<file path="config.mk">
export PLATFORM = sky130hd
export DESIGN_NAME = scrypt_nonce_ctrl
export DESIGN_NICKNAME = d
export VERILOG_FILES = /design/src/rtl/scrypt_pkg.sv /design/src/rtl/scrypt_target_cmp.sv /design/src/rtl/scrypt_nonce_ctrl.sv
export SDC_FILE = /design/constraint.sdc
export NUM_CORES = 2
export LEC_CHECK = 0
export CAP_MARGIN = 20
export CORE_AREA = 5 5 750 752
export CTS_CLUSTER_DIAMETER = 150
export DETAILED_ROUTE_END_ITERATION = 6
export DIE_AREA = 0 0 755 757
export HOLD_SLACK_MARGIN = 0.12
export SLEW_MARGIN = 20
export SYNTH_ARGS = -nofsm -noshare
export SYNTH_HDL_FRONTEND = slang
export SYNTH_SLANG_ARGS = --single-unit
export TNS_END_PERCENT = 10
</file>
<file path="constraint.sdc">
create_clock -name clk -period 7.75 [get_ports clk]
set_input_delay 1.1625 -clock clk [delete_from_list [all_inputs] [get_ports clk]]
set_output_delay 1.1625 -clock clk [all_outputs]
set_load 0.01 [all_outputs]
</file>
<file path="src/rtl/scrypt_pkg.sv">
// Shared types and widths for the scrypt nonce-sweep logic.
package scrypt_pkg;

  localparam int HEADER_W  = 640;
  localparam int HASH_W    = 256;
  localparam int NONCE_W   = 32;
  localparam int NONCE_LSB = 0;

  typedef enum logic [2:0] {
    ST_IDLE  = 3'd0,
    ST_LOAD  = 3'd1,
    ST_RUN   = 3'd2,
    ST_CHECK = 3'd3,
    ST_DONE  = 3'd4
  } nonce_ctrl_state_t;

  // Overwrite the nonce field of a header with the given nonce.
  function automatic logic [HEADER_W-1:0] insert_nonce(
    input logic [HEADER_W-1:0] hdr,
    input logic [NONCE_W-1:0]  nonce_val
  );
    logic [HEADER_W-1:0] res;
    res = hdr;
    res[NONCE_LSB +: NONCE_W] = nonce_val;
    return res;
  endfunction

endpackage

</file>
<file path="src/rtl/scrypt_target_cmp.sv">
// Registered 256-bit unsigned hash <= target comparator. Kept as its own
// block so the wide compare can be retimed independently of the sequencer.
module scrypt_target_cmp
  import scrypt_pkg::*;
(
  input  logic              clk,
  input  logic              n_rst,
  input  logic              en,
  input  logic [HASH_W-1:0] hash,
  input  logic [HASH_W-1:0] target,
  output logic              le
);

  logic le_r;

  // Capture the compare outcome whenever a fresh hash is presented.
  always_ff @(posedge clk or negedge n_rst) begin
    if (!n_rst) begin
      le_r <= 1'b0;
    end else if (en) begin
      le_r <= (hash <= target);
    end
  end

  assign le = le_r;

endmodule

</file>
<file path="src/rtl/scrypt_nonce_ctrl.sv">
// Nonce-sweep sequencer: inserts each nonce of a range into the header,
// launches one scrypt hash per nonce and stops on the first hash <= target,
// on range exhaustion, on watchdog expiry or on abort.
module scrypt_nonce_ctrl
  import scrypt_pkg::*;
#(
  parameter int TIMEOUT_CYCLES = 0
) (
  input  logic                clk,
  input  logic                n_rst,
  input  logic                start,
  input  logic                abort,
  input  logic [HEADER_W-1:0] header,
  input  logic [HASH_W-1:0]   target,
  input  logic [NONCE_W-1:0]  nonce_first,
  input  logic [NONCE_W-1:0]  nonce_last,
  output logic [HEADER_W-1:0] core_data,
  output logic                core_start,
  input  logic                core_done,
  input  logic [HASH_W-1:0]   core_hash,
  output logic                busy,
  output logic [NONCE_W-1:0]  nonce,
  output logic                match_found,
  output logic                timeout,
  output logic                hash_done,
  output logic [31:0]         hashes_tried
);

  // Last RUN count value before the watchdog fires.
  localparam logic [31:0] WD_LAST = (TIMEOUT_CYCLES > 0) ? 32'(TIMEOUT_CYCLES - 1) : 32'd0;
  localparam bit          WD_EN   = (TIMEOUT_CYCLES > 0);

  nonce_ctrl_state_t     state_r, next_state_s;
  logic [HEADER_W-1:0]   hdr_r;
  logic [HASH_W-1:0]     target_r;
  logic [NONCE_W-1:0]    last_r;
  logic [NONCE_W-1:0]    cur_nonce_r;
  logic [31:0]           run_cnt_r;
  logic [HEADER_W-1:0]   core_data_r;
  logic                  core_start_r;
  logic                  busy_r;
  logic [NONCE_W-1:0]    nonce_r;
  logic                  match_r;
  logic                  timeout_r;
  logic                  hash_done_r;
  logic [31:0]           hashes_r;

  logic                  le_s;
  logic                  accept_s;
  logic                  capture_s;
  logic                  expire_s;
  logic                  hit_s;
  logic                  exhaust_s;
  logic [NONCE_W-1:0]    nxt_nonce_s;
  logic [HEADER_W-1:0]   nxt_hdr_s;

  // The compare result is registered together with the hash capture, so it
  // is ready for the CHECK decision one cycle later.
  scrypt_target_cmp u_cmp (
    .clk    (clk),
    .n_rst  (n_rst),
    .en     (capture_s),
    .hash   (core_hash),
    .target (target_r),
    .le     (le_s)
  );

  // Next-state and event decode; abort overrides every other transition.
  always_comb begin
    next_state_s = state_r;
    accept_s     = 1'b0;
    capture_s    = 1'b0;
    expire_s     = 1'b0;
    hit_s        = 1'b0;
    exhaust_s    = 1'b0;
    nxt_nonce_s  = cur_nonce_r;
    nxt_hdr_s    = hdr_r;
    if (abort) begin
      next_state_s = ST_IDLE;
    end else begin
      case (state_r)
        ST_IDLE: begin
          if (start) begin
            accept_s     = 1'b1;
            nxt_nonce_s  = nonce_first;
            nxt_hdr_s    = header;
            next_state_s = ST_LOAD;
          end else begin
            next_state_s = ST_IDLE;
          end
        end
        ST_LOAD: begin
          next_state_s = ST_RUN;
        end
        ST_RUN: begin
          // A completion in the expiry cycle still counts as a real hash.
          if (core_done) begin
            capture_s    = 1'b1;
            next_state_s = ST_CHECK;
          end else if (WD_EN && (run_cnt_r == WD_LAST)) begin
            expire_s     = 1'b1;
            next_state_s = ST_DONE;
          end else begin
            next_state_s = ST_RUN;
          end
        end
        ST_CHECK: begin
          if (le_s) begin
            hit_s        = 1'b1;
            next_state_s = ST_DONE;
          end else if (cur_nonce_r == last_r) begin
            exhaust_s    = 1'b1;
            next_state_s = ST_DONE;
          end else begin
            nxt_nonce_s  = cur_nonce_r + 32'd1;
            next_state_s = ST_LOAD;
          end
        end
        ST_DONE: begin
          next_state_s = ST_IDLE;
        end
        default: begin
          next_state_s = ST_IDLE;
        end
      endcase
    end
  end

  // State, sweep context and registered outputs.
  always_ff @(posedge clk or negedge n_rst) begin
    if (!n_rst) begin
      state_r      <= ST_IDLE;
      hdr_r        <= '0;
      target_r     <= '0;
      last_r       <= 32'd0;
      cur_nonce_r  <= 32'd0;
      run_cnt_r    <= 32'd0;
      core_data_r  <= '0;
      core_start_r <= 1'b0;
      busy_r       <= 1'b0;
      nonce_r      <= 32'd0;
      match_r      <= 1'b0;
      timeout_r    <= 1'b0;
      hash_done_r  <= 1'b0;
      hashes_r     <= 32'd0;
    end else begin
      state_r      <= next_state_s;
      cur_nonce_r  <= nxt_nonce_s;
      core_start_r <= (next_state_s == ST_LOAD);
      busy_r       <= (next_state_s != ST_IDLE);
      hash_done_r  <= (next_state_s == ST_DONE);
      // Watchdog counts RUN cycles of the current hash only.
      if ((state_r == ST_RUN) && (next_state_s == ST_RUN)) begin
        run_cnt_r <= run_cnt_r + 32'd1;
      end else begin
        run_cnt_r <= 32'd0;
      end
      // core_data only changes on entry to LOAD, so it is stable through RUN.
      if (next_state_s == ST_LOAD) begin
        core_data_r <= insert_nonce(nxt_hdr_s, nxt_nonce_s);
      end
      if (accept_s) begin
        hdr_r     <= header;
        target_r  <= target;
        last_r    <= nonce_last;
        match_r   <= 1'b0;
        timeout_r <= 1'b0;
        hashes_r  <= 32'd0;
      end
      if (capture_s) begin
        hashes_r <= hashes_r + 32'd1;
      end
      if (hit_s) begin
        match_r <= 1'b1;
        nonce_r <= cur_nonce_r;
      end
      if (exhaust_s) begin
        nonce_r <= cur_nonce_r;
      end
      if (expire_s) begin
        timeout_r <= 1'b1;
        nonce_r   <= cur_nonce_r;
      end
    end
  end

  assign core_data    = core_data_r;
  assign core_start   = core_start_r;
  assign busy         = busy_r;
  assign nonce        = nonce_r;
  assign match_found  = match_r;
  assign timeout      = timeout_r;
  assign hash_done    = hash_done_r;
  assign hashes_tried = hashes_r;

endmodule

</file>
==> qor.yml <==
min_path:
  hold_path_class: "reg2reg"
  hold_start: "hdr_r[456]"
  min_path_cells: 2
  min_to: "hdr_r[456]"
power_and_ir_drop:
  vdd_drop_max_uv: 223
  power_leakage_uw: 0.0440
  power_density_nw_per_um2: 361
drt:
  dr.first_iter.drc_count: 5825
  route.detailed.wl_per_inst_microns: 31.7
  drt-total-wl_mm: 527
  vias_per_cell: 3.75
  drc: 0
  ant_nets: 0
  drt_first_pass_iters: 5
  num_vias: 62257
placed_design:
  dpl.hpwl_mm: 455
  place_ws_ns: 2.74
  portBuffers: 1896
  gp_congestion: 0.952
  place_area_sq_um: 95500
timing:
  max_freq_mhz: 227
  holdWs_ns: 0.465
  fin_crit_sh: 0.568
  fin_tns_setup_ns: 0
  worst_slack_ns: 3.35
  tightest_slew_ns: 1.22
  finalHoldViolCount: 0
  fin_skew_ns: 0.0945
  finalCriticalPeriod_ns: 4.40
  drv_slew: 0
  finalSetupViolations: 0
  rsz0062_at_grt: "no"
  relSlewSlack: 0.182
worst_setup_path:
  crit_type: "in2reg"
  startpoint_type: "primary input"
  arrival_ns: 5.18
  worstReg2RegStart: "target_r[78]"
  crit_fanout: 4
  required_ns: 8.52
  worstReg2RegEnd: "u_cmp.le"
  crit_path_end_kind: "flop"
  reg2reg_depth: 10
  regToRegSetupSlack_ns: 3.57
synth:
  yosysWarnings: 0
  synth_edf_count: 0
  synth_ff_type: "dfrtp_1"
  synth_nets: 8554
  synth.cell_area_sq_um: 67800
  async_flop_share: 1.00
  avgSynthCellArea_sq_um: 9.58
  seq_area_frac_synth: 0.605
  ys_types: 70
  ys_ff_latch: 1640
  synth_cells: 7075
finish:
  multi_input_area_sq_um: 24300
  fillCellCount: 61358
  fin_nets: 10369
  area_growth_pct: 52.2
  seqCellArea_sq_um: 41000
  final_common_cell: "nand2_1"
  final_area_sq_um: 103000
  fin_util: 0.186
  layout_common_cells: "nand2_1 (2281), clkdlybuf4s50_1 (1885), dfrtp_1 (1640), nor2_1 (680), a31oi_1 (626)"
  drive_gt1_frac: 0.0566
global_route:
  grt_pass1_vias: 59065
  track_usage: 0.177
  grt_pass1_wl_mm: 655
  grt_overflow_total: 0
  grt_max_degree: 180
  antenna_found_initial: 648
floorplan:
  ios: 1930
  die_y_microns: 757
  core.rowCount: 274
  dieArea_sq_um: 572000
  start_util: 0.122
  die_w_microns: 755
  core_area_sq_um: 555000
cts:
  clk_latency_ns: 0.98
  cts_tree: "done"
  path_clk_slew_ns: 0.05
  cts_sinks: 1640
  max-clock-path-buffers: 4
  cts_buffers: 204
  postCtsSetupRepairBufs: 0
  root_buffer: "clkbuf_16"
  htreeDepth: 4
job:
  cap_violations: 0
status:
  status: "finished clean"
==> final cells by class <==
type | instances | share of cell area
Timing Repair Buffer | 1986 | 0.194
Clock inverter | 91 | 0.0120
Tap cell | 7314 | 0.0887
Antenna cell | 248 | 0.00601
Sequential cell | 1640 | 0.398
Clock buffer | 283 | 0.0565
Multi-Input combinational cell | 4791 | 0.235
Inverter | 267 | 0.00978
==> cell families (layout without fill, tap and decap cells) <==
group,after synthesis,in the layout,share of synthesized area
compound gates,1195,1195,0.106
xor+xnor,35,35,0.00452
fa+ha+maj,258,258,0.0476
buf+inv,644,2627,0.0373
flops,1640,1640,0.605
mux,70,70,0.0113
other cells,1,249,0.0000553
simple gates,3232,3232,0.188
==> per-layer routing <==
metal	wire (microns)	track usage	share of wire	vias to the layer above
li1	-	-	-	27631
met4	25800	0.0753	0.049	466
met5	2990	0	0.0057	-
met2	194000	0.229	0.37	3036
met3	105000	0.159	0.20	1195
met1	200000	0.200	0.38	29929
==> critical path: stages <==
cell and delay, ns:
clkdlybuf4s50_1 0.42, ha_1 0.33, nand4_1 0.19, nor4_1 0.69, and3_1 0.27, nand3_1 0.29
nor3_1 1.07, a2111oi_0 0.39, a21oi_1 0.24, o21ai_0 0.10
==> what timing repair did <==
item,CTS,global route
hold endpoints to repair,11,0
hold buffers,1,0
resized for setup,0,0
==> state kept, by name, summed over array words and instances, names as in the netlist <==
name and count:
state_r 3, hash_done 1, nonce 32, last_r 32
core_data 640, match_found 1, busy 1, u_cmp.le 1
hdr_r 608, cur_nonce_r 32, target_r 256, core_start 1
hashes_tried 32
==> through the flow <==
step,power [uW],instances
3_3_place_gp,27400,15994
6_report,37300,16620
2_1_floorplan,18200,7075
3_5_place_dp,27600,15995
4_1_cts,38000,16370
5_1_grt,39400,16436
==> synthesized netlist by cell type (21+ instances only) <==
master,count,area [sq um]
nor3_1,25,125
inv_1,266,998
xnor2_1,35,307
mux2_2,54,608
a21oi_1,109,546
nand2_1,2282,8570
ha_1,258,3230
dfrtp_1,1640,41000
nand3_1,77,385
nor2_1,682,2560
clkbuf_1,297,1110
buf_2,61,305
a21o_1,21,158
a31oi_1,626,3920
o21ai_0,333,1670
nand4_1,77,482
==> power breakdown <==
| part | switching (uW) | total (uW) | internal [uW] | leakage, uW |
|---|---|---|---|---|
| Combinational | 8240 | 13800 | 5560 | 0.0208 |
| Sequential | 1600 | 13300 | 11700 | 0.0197 |
| Clock | 4270 | 10200 | 5910 | 0.00345 |
==> how the worst max path moves through the flow <==
stage	from	end	cells past startpoint
6_report	core_hash[78]	u_cmp.le	10
5_1_grt	cur_nonce_r[9]	core_data[398]	11
4_1_cts	core_hash[78]	u_cmp.le	10
3_5_place_dp	core_hash[78]	u_cmp.le	10
3_3_place_gp	core_hash[78]	u_cmp.le	10
2_1_floorplan	core_hash[190]	u_cmp.le	9
Power figures use the tool's default switching activity.
